**src/rtl/esc_pkg.sv**
```systemverilog
// Shared speed width, speed type and channel naming for the quad ESC driver.
package esc_pkg;
    localparam int SPD_W    = 11;
    localparam int NUM_CHAN = 4;

    typedef logic [SPD_W-1:0] spd_t;

    typedef enum logic [1:0] {
        FRNT = 2'd0,
        BCK  = 2'd1,
        LFT  = 2'd2,
        RGHT = 2'd3
    } chan_e;
endpackage

```
**src/rtl/esc_pwm_chan.sv**
```systemverilog
// One ESC channel: shadow/active speed registers, pulse width computation and
// the registered compare against the upcoming frame count.
module esc_pwm_chan
    import esc_pkg::*;
#(
    parameter int PERIOD_W  = 20,
    parameter int MIN_PULSE = 50000,
    parameter int SCALE     = 24
) (
    input  logic                clk,
    input  logic                rst,
    input  logic                i_cap,
    input  logic                i_ld_byp,
    input  logic                i_ld_shd,
    input  logic                i_clr,
    input  spd_t                i_spd,
    input  logic [PERIOD_W-1:0] i_cnt_nxt,
    output logic                o_pwm
);
    localparam logic [PERIOD_W-1:0] MIN_W   = PERIOD_W'(MIN_PULSE);
    localparam logic [PERIOD_W-1:0] SCALE_W = PERIOD_W'(SCALE);

    spd_t                r_shadow;
    spd_t                r_active;
    spd_t                w_act_nxt;
    logic [PERIOD_W-1:0] w_width;
    logic                r_pwm;

    always_comb begin
        w_act_nxt = r_active;
        if (i_ld_byp) begin
            w_act_nxt = i_spd;
        end else if (i_ld_shd) begin
            w_act_nxt = r_shadow;
        end else if (i_clr) begin
            w_act_nxt = '0;
        end
    end

    // Width follows the next active value so a new speed takes effect on the frame's first edge
    assign w_width = MIN_W + PERIOD_W'(w_act_nxt) * SCALE_W;

    always_ff @(posedge clk or posedge rst) begin
        if (rst) begin
            r_shadow <= '0;
            r_active <= '0;
            r_pwm    <= 1'b0;
        end else begin
            if (i_cap) begin
                r_shadow <= i_spd;
            end
            r_active <= w_act_nxt;
            r_pwm    <= (i_cnt_nxt < w_width);
        end
    end

    assign o_pwm = r_pwm;
endmodule

```
**src/rtl/esc_quad_drv.sv**
```systemverilog
// Four-channel ESC PWM driver: free-running frame counter, double-buffered
// speed loads at the frame wrap, and a frame watchdog that forces minimum pulses.
module esc_quad_drv
    import esc_pkg::*;
#(
    parameter int PERIOD_W  = 20,
    parameter int MIN_PULSE = 50000,
    parameter int SCALE     = 24,
    parameter int WD_FRAMES = 4
) (
    input  logic             clk,
    input  logic             rst,
    input  logic             upd,
    input  logic [SPD_W-1:0] frnt_spd,
    input  logic [SPD_W-1:0] bck_spd,
    input  logic [SPD_W-1:0] lft_spd,
    input  logic [SPD_W-1:0] rght_spd,
    output logic             frnt,
    output logic             bck,
    output logic             lft,
    output logic             rght,
    output logic             frame_start,
    output logic             stale
);
    localparam int                  WD_W    = $clog2(WD_FRAMES + 1);
    localparam logic [WD_W-1:0]     WD_MAX  = WD_W'(WD_FRAMES);
    localparam logic [WD_W-1:0]     WD_ONE  = WD_W'(1);
    localparam logic [PERIOD_W-1:0] CNT_ONE = PERIOD_W'(1);

    logic [PERIOD_W-1:0] r_cnt;
    logic [PERIOD_W-1:0] w_cnt_nxt;
    logic [WD_W-1:0]     r_wd;
    logic                r_pending;
    logic                r_stale;
    logic                r_frame_start;
    logic                w_wrap;
    logic                w_ld_byp;
    logic                w_ld_shd;
    logic                w_load;
    logic                w_trip;
    spd_t                w_spd [NUM_CHAN];
    logic [NUM_CHAN-1:0] w_pwm;

    assign w_cnt_nxt = r_cnt + CNT_ONE;
    assign w_wrap    = &r_cnt;
    assign w_ld_byp  = w_wrap & upd;
    assign w_ld_shd  = w_wrap & ~upd & r_pending;
    assign w_load    = w_ld_byp | w_ld_shd;
    // Trips on a non-loading wrap once WD_FRAMES idle wraps have already gone by
    assign w_trip    = w_wrap & ~w_load & (r_wd == WD_MAX);

    always_ff @(posedge clk or posedge rst) begin
        if (rst) begin
            r_cnt         <= '0;
            r_wd          <= '0;
            r_pending     <= 1'b0;
            r_stale       <= 1'b1;
            r_frame_start <= 1'b0;
        end else begin
            r_cnt         <= w_cnt_nxt;
            r_frame_start <= w_wrap;
            if (w_wrap) begin
                r_pending <= 1'b0;
            end else if (upd) begin
                r_pending <= 1'b1;
            end
            if (w_load) begin
                r_wd <= '0;
            end else if (w_wrap) begin
                if (r_wd != WD_MAX) begin
                    r_wd <= r_wd + WD_ONE;
                end
            end else if (upd) begin
                r_wd <= '0;
            end
            if (w_load) begin
                r_stale <= 1'b0;
            end else if (w_trip) begin
                r_stale <= 1'b1;
            end
        end
    end

    assign w_spd[FRNT] = frnt_spd;
    assign w_spd[BCK]  = bck_spd;
    assign w_spd[LFT]  = lft_spd;
    assign w_spd[RGHT] = rght_spd;

    for (genvar g = 0; g < NUM_CHAN; g++) begin : g_chan
        esc_pwm_chan #(
            .PERIOD_W  (PERIOD_W),
            .MIN_PULSE (MIN_PULSE),
            .SCALE     (SCALE)
        ) u_chan (
            .clk       (clk),
            .rst       (rst),
            .i_cap     (upd),
            .i_ld_byp  (w_ld_byp),
            .i_ld_shd  (w_ld_shd),
            .i_clr     (w_trip),
            .i_spd     (w_spd[g]),
            .i_cnt_nxt (w_cnt_nxt),
            .o_pwm     (w_pwm[g])
        );
    end

    assign frnt        = w_pwm[FRNT];
    assign bck         = w_pwm[BCK];
    assign lft         = w_pwm[LFT];
    assign rght        = w_pwm[RGHT];
    assign frame_start = r_frame_start;
    assign stale       = r_stale;
endmodule
```
**config.mk**
```make
export PLATFORM = sky130hd
export DESIGN_NAME = esc_quad_drv
export DESIGN_NICKNAME = d
export VERILOG_FILES = /design/src/rtl/esc_pkg.sv /design/src/rtl/esc_pwm_chan.sv /design/src/rtl/esc_quad_drv.sv
export SDC_FILE = /design/constraint.sdc
export NUM_CORES = 1
export LEC_CHECK = 0
export ABC_AREA = 1
export BUFFER_PORTS_ARGS = -buffer_cell sky130_fd_sc_hd__buf_2
export CORE_MARGIN = 2
export CORE_UTILIZATION = 23
export CTS_BUF_LIST = sky130_fd_sc_hd__clkbuf_8 sky130_fd_sc_hd__clkbuf_16
export CTS_CLUSTER_SIZE = 16
export DETAILED_ROUTE_END_ITERATION = 10
export SLEW_MARGIN = 10
export SYNTH_ARGS = -nofsm -noshare
export SYNTH_HDL_FRONTEND = slang
export SYNTH_SLANG_ARGS = --single-unit
```
**constraint.sdc**
```tcl
create_clock -name clk -period 15.08 [get_ports clk]
set_input_delay 3.016 -clock clk [delete_from_list [all_inputs] [get_ports clk]]
set_output_delay 3.016 -clock clk [all_outputs]
set_load 0.1 [all_outputs]
```
; Word-level counts from Yosys, hierarchy flattened
; Index checks and enable logic that the tools add are counted.
[totals]
out_inout_bits = 6
register_bits = 118
word_cells = 67
input_bits = 47
[op_classes]
add_sub_neg = 6
n_mul = 4
bitwise = 8
n_lt_le_gt_ge = 4
eq_ne = 3
n_reduce_logical = 5
mux = 20
[op_table]
columns = operator, n
row1 = $mux W11, 12
row2 = $lt A20 B20 Y1, 4
row3 = $add A16 B16 Y17 const A, 4
row4 = $mul A11 B2 Y13 const B, 4
row5 = $add A20 B1 Y20 const B, 1
row6 = $reduce_and A20 Y1, 1
row7 = $mux W3, 4
row8 = $and A1 B1 Y1, 5
row9 = $mux W1, 4
row10 = $reduce_bool A2 Y1, 2
row11 = $add A3 B1 Y3 const B, 1
row12 = $eq A3 B3 Y1 const B, 1
row13 = $ne A3 B1 Y1 const B, 1
row14 = $ne A3 B3 Y1 const B, 1
row15 = $reduce_bool A3 Y1, 1
row16 = $not A1 Y1, 2
row17 = $reduce_and A2 Y1, 1
row18 = $or A1 B1 Y1, 1

; Longest topological paths before layout
[logic_depth]
word_depth = 13
ltp_mapped = 35

; By module
; From an unflattened synthesis, not the netlist that was laid out.
[hier_totals]
cells_unflattened = 1451
hier_area_um2 = 10719.0
[by_module_without_submodules]
columns = module, cells_per_inst, seq_area_each_um2, n_inst, area_per_inst_um2
row1 = esc_pwm_chan at g_chan[0].u_chan ..., 332, 575.6, 2, 2358.5
row2 = esc_pwm_chan at g_chan[1].u_chan, 332, 575.6, 1, 2382.3
row3 = esc_pwm_chan at g_chan[3].u_chan, 306, 575.6, 1, 2232.1
row4 = esc_quad_drv, 149, 651.9, 1, 1387.6

; Worst setup path after synthesis
; Ideal clock, no wire load.
[synth_timing]
path_kind = input-to-reg
start = in upd
end = reg g_chan[1].u_chan.r_pwm
stages = 23
setup_slack_ns = 8.064
n_path_buf = 3
setup_ns = 0.125
arrival_time_ns = 6.890
cell_sequence = nor2_1 > nand4_4 > buf_6 > clkbuf_1 > clkbuf_1 > nand3_1 > a22oi_1 > ha_1 > fa_1 > ha_1 > nand3b_1 > nand2_2 > nand3_1 > nor2_2 > nor2_1 > nand3_1 > xor2_1 > ha_1 > nand2_1 > nor2_1 > a211oi_1 > o21ai_0 > a2111oi_0
[synth_via]
elab_chain_cells = 13
word_cells_on_any_way = 14
classes_between = add/sub: 1 / mul: 1 / order compare: 1 / mux: 3 / bitwise: 8
[synth_lines]
columns = element, line
row1 = "start, declared", esc_quad_drv.sv:13  ; input logic upd,
row2 = $not A1 Y1, esc_quad_drv.sv:47  ; assign w_ld_shd = w_wrap & ~upd & r_pending;
row3 = $and A1 B1 Y1 (2 in series), esc_quad_drv.sv:47
row4 = $or A1 B1 Y1, esc_quad_drv.sv:48  ; assign w_load = w_ld_byp | w_ld_shd;
row5 = $not A1 Y1, esc_quad_drv.sv:50  ; assign w_trip = w_wrap & ~w_load & (r_wd == WD_MAX);
row6 = $and A1 B1 Y1 (2 in series), esc_quad_drv.sv:50
row7 = $mux W11, esc_pwm_chan.sv:35  ; end else if (i_clr) begin
row8 = $mux W11, esc_pwm_chan.sv:33  ; end else if (i_ld_shd) begin
row9 = $mux W11 (*), esc_pwm_chan.sv:31  ; if (i_ld_byp) begin
row10 = net g_chan[1].u_chan.w_act_nxt[1], esc_pwm_chan.sv:25  ; spd_t w_act_nxt;
row11 = $mul A11 B2 Y13 (*), esc_pwm_chan.sv:41  ; assign w_width = MIN_W + PERIOD_W'(w_act_nxt) * SCALE_W;
row12 = $add A16 B16 Y17 (*), esc_pwm_chan.sv:41
row13 = $lt A20 B20 Y1 (*), esc_pwm_chan.sv:53  ; r_pwm <= (i_cnt_nxt < w_width);
row14 = "end signal, assigned", esc_pwm_chan.sv:53
row15 = "end, declared", esc_pwm_chan.sv:27  ; logic r_pwm;
; Mark *: on every way through the listed nets, which the timed path passes. The rest lies on a longest branch.
; A chain may end at the register's enable or synchronous reset.

; Worst setup path after layout
; Ends and elaborated chain as after synthesis.

==> flow_metrics.py <==
metrics = {
    "yosys": {
        "syn_inst": 1268,
        "synth_edf_count": 0,
        "synth_cell_types": 53,
        "synthFlopType": "dfrtp_1",
        "synth_warnings": 0,
        "ys_seq_area_frac": 0.310,
        "netlist_area_um2": 9540,
        "ys_ff_latch": 118,
        "synth_area_leaders": "dfrtp_1 31%, nand2_1 14%, ha_1 13%",
        "ys_async_sr_fraction": 1.00,
        "synth_top_area_share": 0.307,
        "syn_nets": 1415,
        "yosys.area.top_type": "dfrtp_1",
        "synthTopCellsByCount": "346 x nand2_1, 138 x inv_1, 117 x dfrtp_1",
        "synth.most_common_cell": "nand2_1",
        "syn_avg_cell_area_um2": 7.52,
    },
    "setup_path": {
        "start_kind": "primary input",
        "timing.reg2reg.setup_slack_ns": 9.42,
        "path_max_fanout": 59,
        "slowest_stage": "inv_2",
        "reg2regPathDepth": 24,
        "critPathArrivalTime_ns": 8.10,
        "crit_path_frequent_cell": "ha_1",
        "cp_slowest_stage_delay_ns": 0.72,
        "crit_chain": "buf_2 > buf_4 > nand3_2 > inv_2 > a22oi_1 > ha_1 > fa_1 > ha_1 > nand3b_1 > nand2_2 > nand3_1 > nor2_2 > nor2_1 > nand3_1 > xor2_1 > ha_1 > nand2_1 > nor2_1 > a211oi_1 > o21ai_0 > a2111oi_0",
        "worst-setup-path-type": "in -> reg",
        "rr_endpoint": "g_chan[1].u_chan.o_pwm",
        "crit_required_ns": 15.38,
        "rr_startpoint": "r_cnt[0]",
        "cp-end-kind": "flop",
    },
    "finish": {
        "finalInstanceArea_um2": 10900,
        "drive_above_1_share": 0.153,
        "syn2layout_area_growth_pct": 14.6,
        "final_cells": 1856,
        "fin_util": 0.267,
        "antenna_cells": 0,
        "layout.nets": 1459,
    },
    "grt": {
        "grt_use_total": 0.119,
        "grt_busiest_layer": "met2",
        "grt_max_degree": 75,
        "grt_pass1_vias": 8333,
        "use_met2": 0.214,
        "gr-usage-met1": 0.146,
        "antenna_found_initial": 0,
        "met3_usage": 0.0180,
        "grt_pass1_wl_um": 41800,
        "grt-ovfl-total": 0,
    },
    "run": {
        "maxCapViolCount": 0,
    },
    "timing": {
        "finalHoldViolations": 0,
        "timing.final.crit_period_ns": 7.80,
        "drv_slew": 0,
        "setup_tns_ns": 0,
        "worst_slew_pin_slew_ns": 1.09,
        "max_slew_margin": 0.271,
        "rsz0062_at_grt": "false",
        "clock.fmax_mhz": 128,
        "timing.final.crit_share": 0.518,
        "skew_ns": 0.00994,
        "setup_viol": 0,
    },
    "clock_network": {
        "cts.sinks": 118,
        "cts_buffers": 17,
        "clkTransAtPathRegs_ns": 0.06,
        "post_cts_resized": 0,
        "clock_latency_ns": 0.43,
        "post_cts_buffers": 0,
        "clockBufferDepth": 2,
        "htree_levels": 4,
        "cts_root_buf": "clkbuf_16",
        "holdBufCountCts": 0,
        "cts_tree": "done",
    },
    "power": {
        "power_frac_seq": 0.367,
        "p_int_uw": 646,
        "pwr-share-clk": 0.435,
        "p_comb_frac": 0.198,
        "switching_share": 0.304,
        "vdd_ir_drop_max_uv": 75.1,
        "p_per_area_nw_per_um2": 84.8,
        "leakagePower_uw": 0.00585,
        "switchingPower_uw": 281,
    },
    "placed_design": {
        "place_area_um2": 10400,
        "dpl.cell_count": 1825,
        "routabilityCongestion": 0.846,
        "io_buffers": 52,
        "dpl.hpwl_um": 18800,
    },
    "min_path": {
        "min_from": "r_cnt[0]",
        "min_to": "r_cnt[0]",
        "whs_path_depth": 1,
        "holdCritPathClass": "reg -> reg",
    },
    "routing": {
        "ant_nets": 0,
        "drt_iter0_markers": 399,
        "routed_wl_um": 24600,
        "first_pass_iters": 5,
        "vias_per_cell": 4.48,
        "drt-wirelength-per-cell_um": 13.3,
        "drcViolationCount": 0,
        "dr_total_vias": 8308,
    },
    "floorplan": {
        "dieArea_um2": 43100,
        "start_util": 0.233,
        "io_pins": 53,
        "rows": 74,
        "die_h_um": 208,
        "design.core.area_um2": 40900,
        "die_w_um": 208,
    },
    "status": {
        "outcome": "finished clean",
    },
}
per-stage QoR:
step                hold slack (ns)  power, µW  setup slack (ns)
floorplan                     0.422        485              8.06
global placement              0.450        524              6.97
detailed placement            0.457        531              6.84
CTS                           0.466        938              7.28
global route                  0.488        982              6.79
finish                        0.458        927              7.28
cells in the final DEF, fill, tap and decap left out, types with 3 or more instances in the layout:
cell type,synthesis,layout
nand2_1,346,346
inv_1,138,137
dfrtp_1,117,117
ha_1,98,98
nand3_1,87,87
o21ai_0,69,69
nor2_1,67,67
a21oi_1,52,52
buf_2,5,52
nand2_2,31,31
xor2_1,31,31
a22oi_1,25,25
clkbuf_16,0,17
nand3b_1,16,16
inv_2,14,15
nand4_1,15,15
o21ai_1,13,13
nor2_2,12,12
nand3_2,12,12
nor2_4,11,11
xnor2_1,9,9
nand2_4,8,8
a211oi_1,7,7
o21ai_2,6,6
nor3_1,6,6
buf_4,2,5
a21o_1,4,4
a221oi_1,4,4
nor3_2,4,4
clkinv_2,0,4
a31oi_1,3,3
xor2_2,3,3
o221ai_1,3,3
a21oi_2,3,3
clkinvlp_4,0,3
routing by layer:
metal	wire length [µm]	vias up
met5	0	-
met4	427	0
met3	688	22
met2	12400	127
met1	11100	3901
li1	-	4258
power by group through the flow:
stage               combinational [µW]  sequential, µW  clock, µW
CTS                                186             340        411
global route                       214             342        426
finish                             183             340        403
global placement                   179             345          0
detailed placement                 185             346          0
floorplan                          141             345          0
flip-flops by register name, summed over array words and instances, names as in the netlist:
name                    cells
g_chan.u_chan.r_active     44
r_wd                        3
g_chan.u_chan.o_pwm         4
frame_start                 1
stale                       1
r_pending                   1
r_cnt                      20
g_chan.u_chan.r_shadow     44
worst max-delay path: cells and delay by family:
| family | cells | cell delay (ns) |
|---|---|---|
| simple gates | 9 | 1.41 |
| fa+ha+maj | 4 | 1.26 |
| compound gates | 4 | 0.96 |
| xor+xnor | 1 | 0.16 |
| buf+inv | 3 | 1.27 |
worst max-delay path by stage:
stage | to | start | cells past startpoint
after floorplan | g_chan[1].u_chan.o_pwm | upd | 23
after global placement | g_chan[1].u_chan.o_pwm | upd | 21
after detailed placement | g_chan[1].u_chan.o_pwm | upd | 21
after CTS | g_chan[1].u_chan.o_pwm | upd | 21
after global routing | g_chan[1].u_chan.o_pwm | upd | 21
final | g_chan[1].u_chan.o_pwm | upd | 21
layout make-up:
| class | count | area, µm² |
|---|---|---|
| Multi-Input combinational cell | 966 | 5870 |
| Inverter | 152 | 573 |
| Tap cell | 532 | 666 |
| Clock inverter | 13 | 133 |
| Clock buffer | 18 | 439 |
| Fill cell | 4447 | 30000 |
| Sequential cell | 118 | 2950 |
| Timing Repair Buffer | 57 | 298 |
cell families after synthesis:
group           synth area share
simple gates               0.308
fa+ha+maj                  0.133
buf+inv                   0.0754
xor+xnor                  0.0464
compound gates             0.128
flops                      0.310
Note: power is estimated with default switching activity, not from simulation.
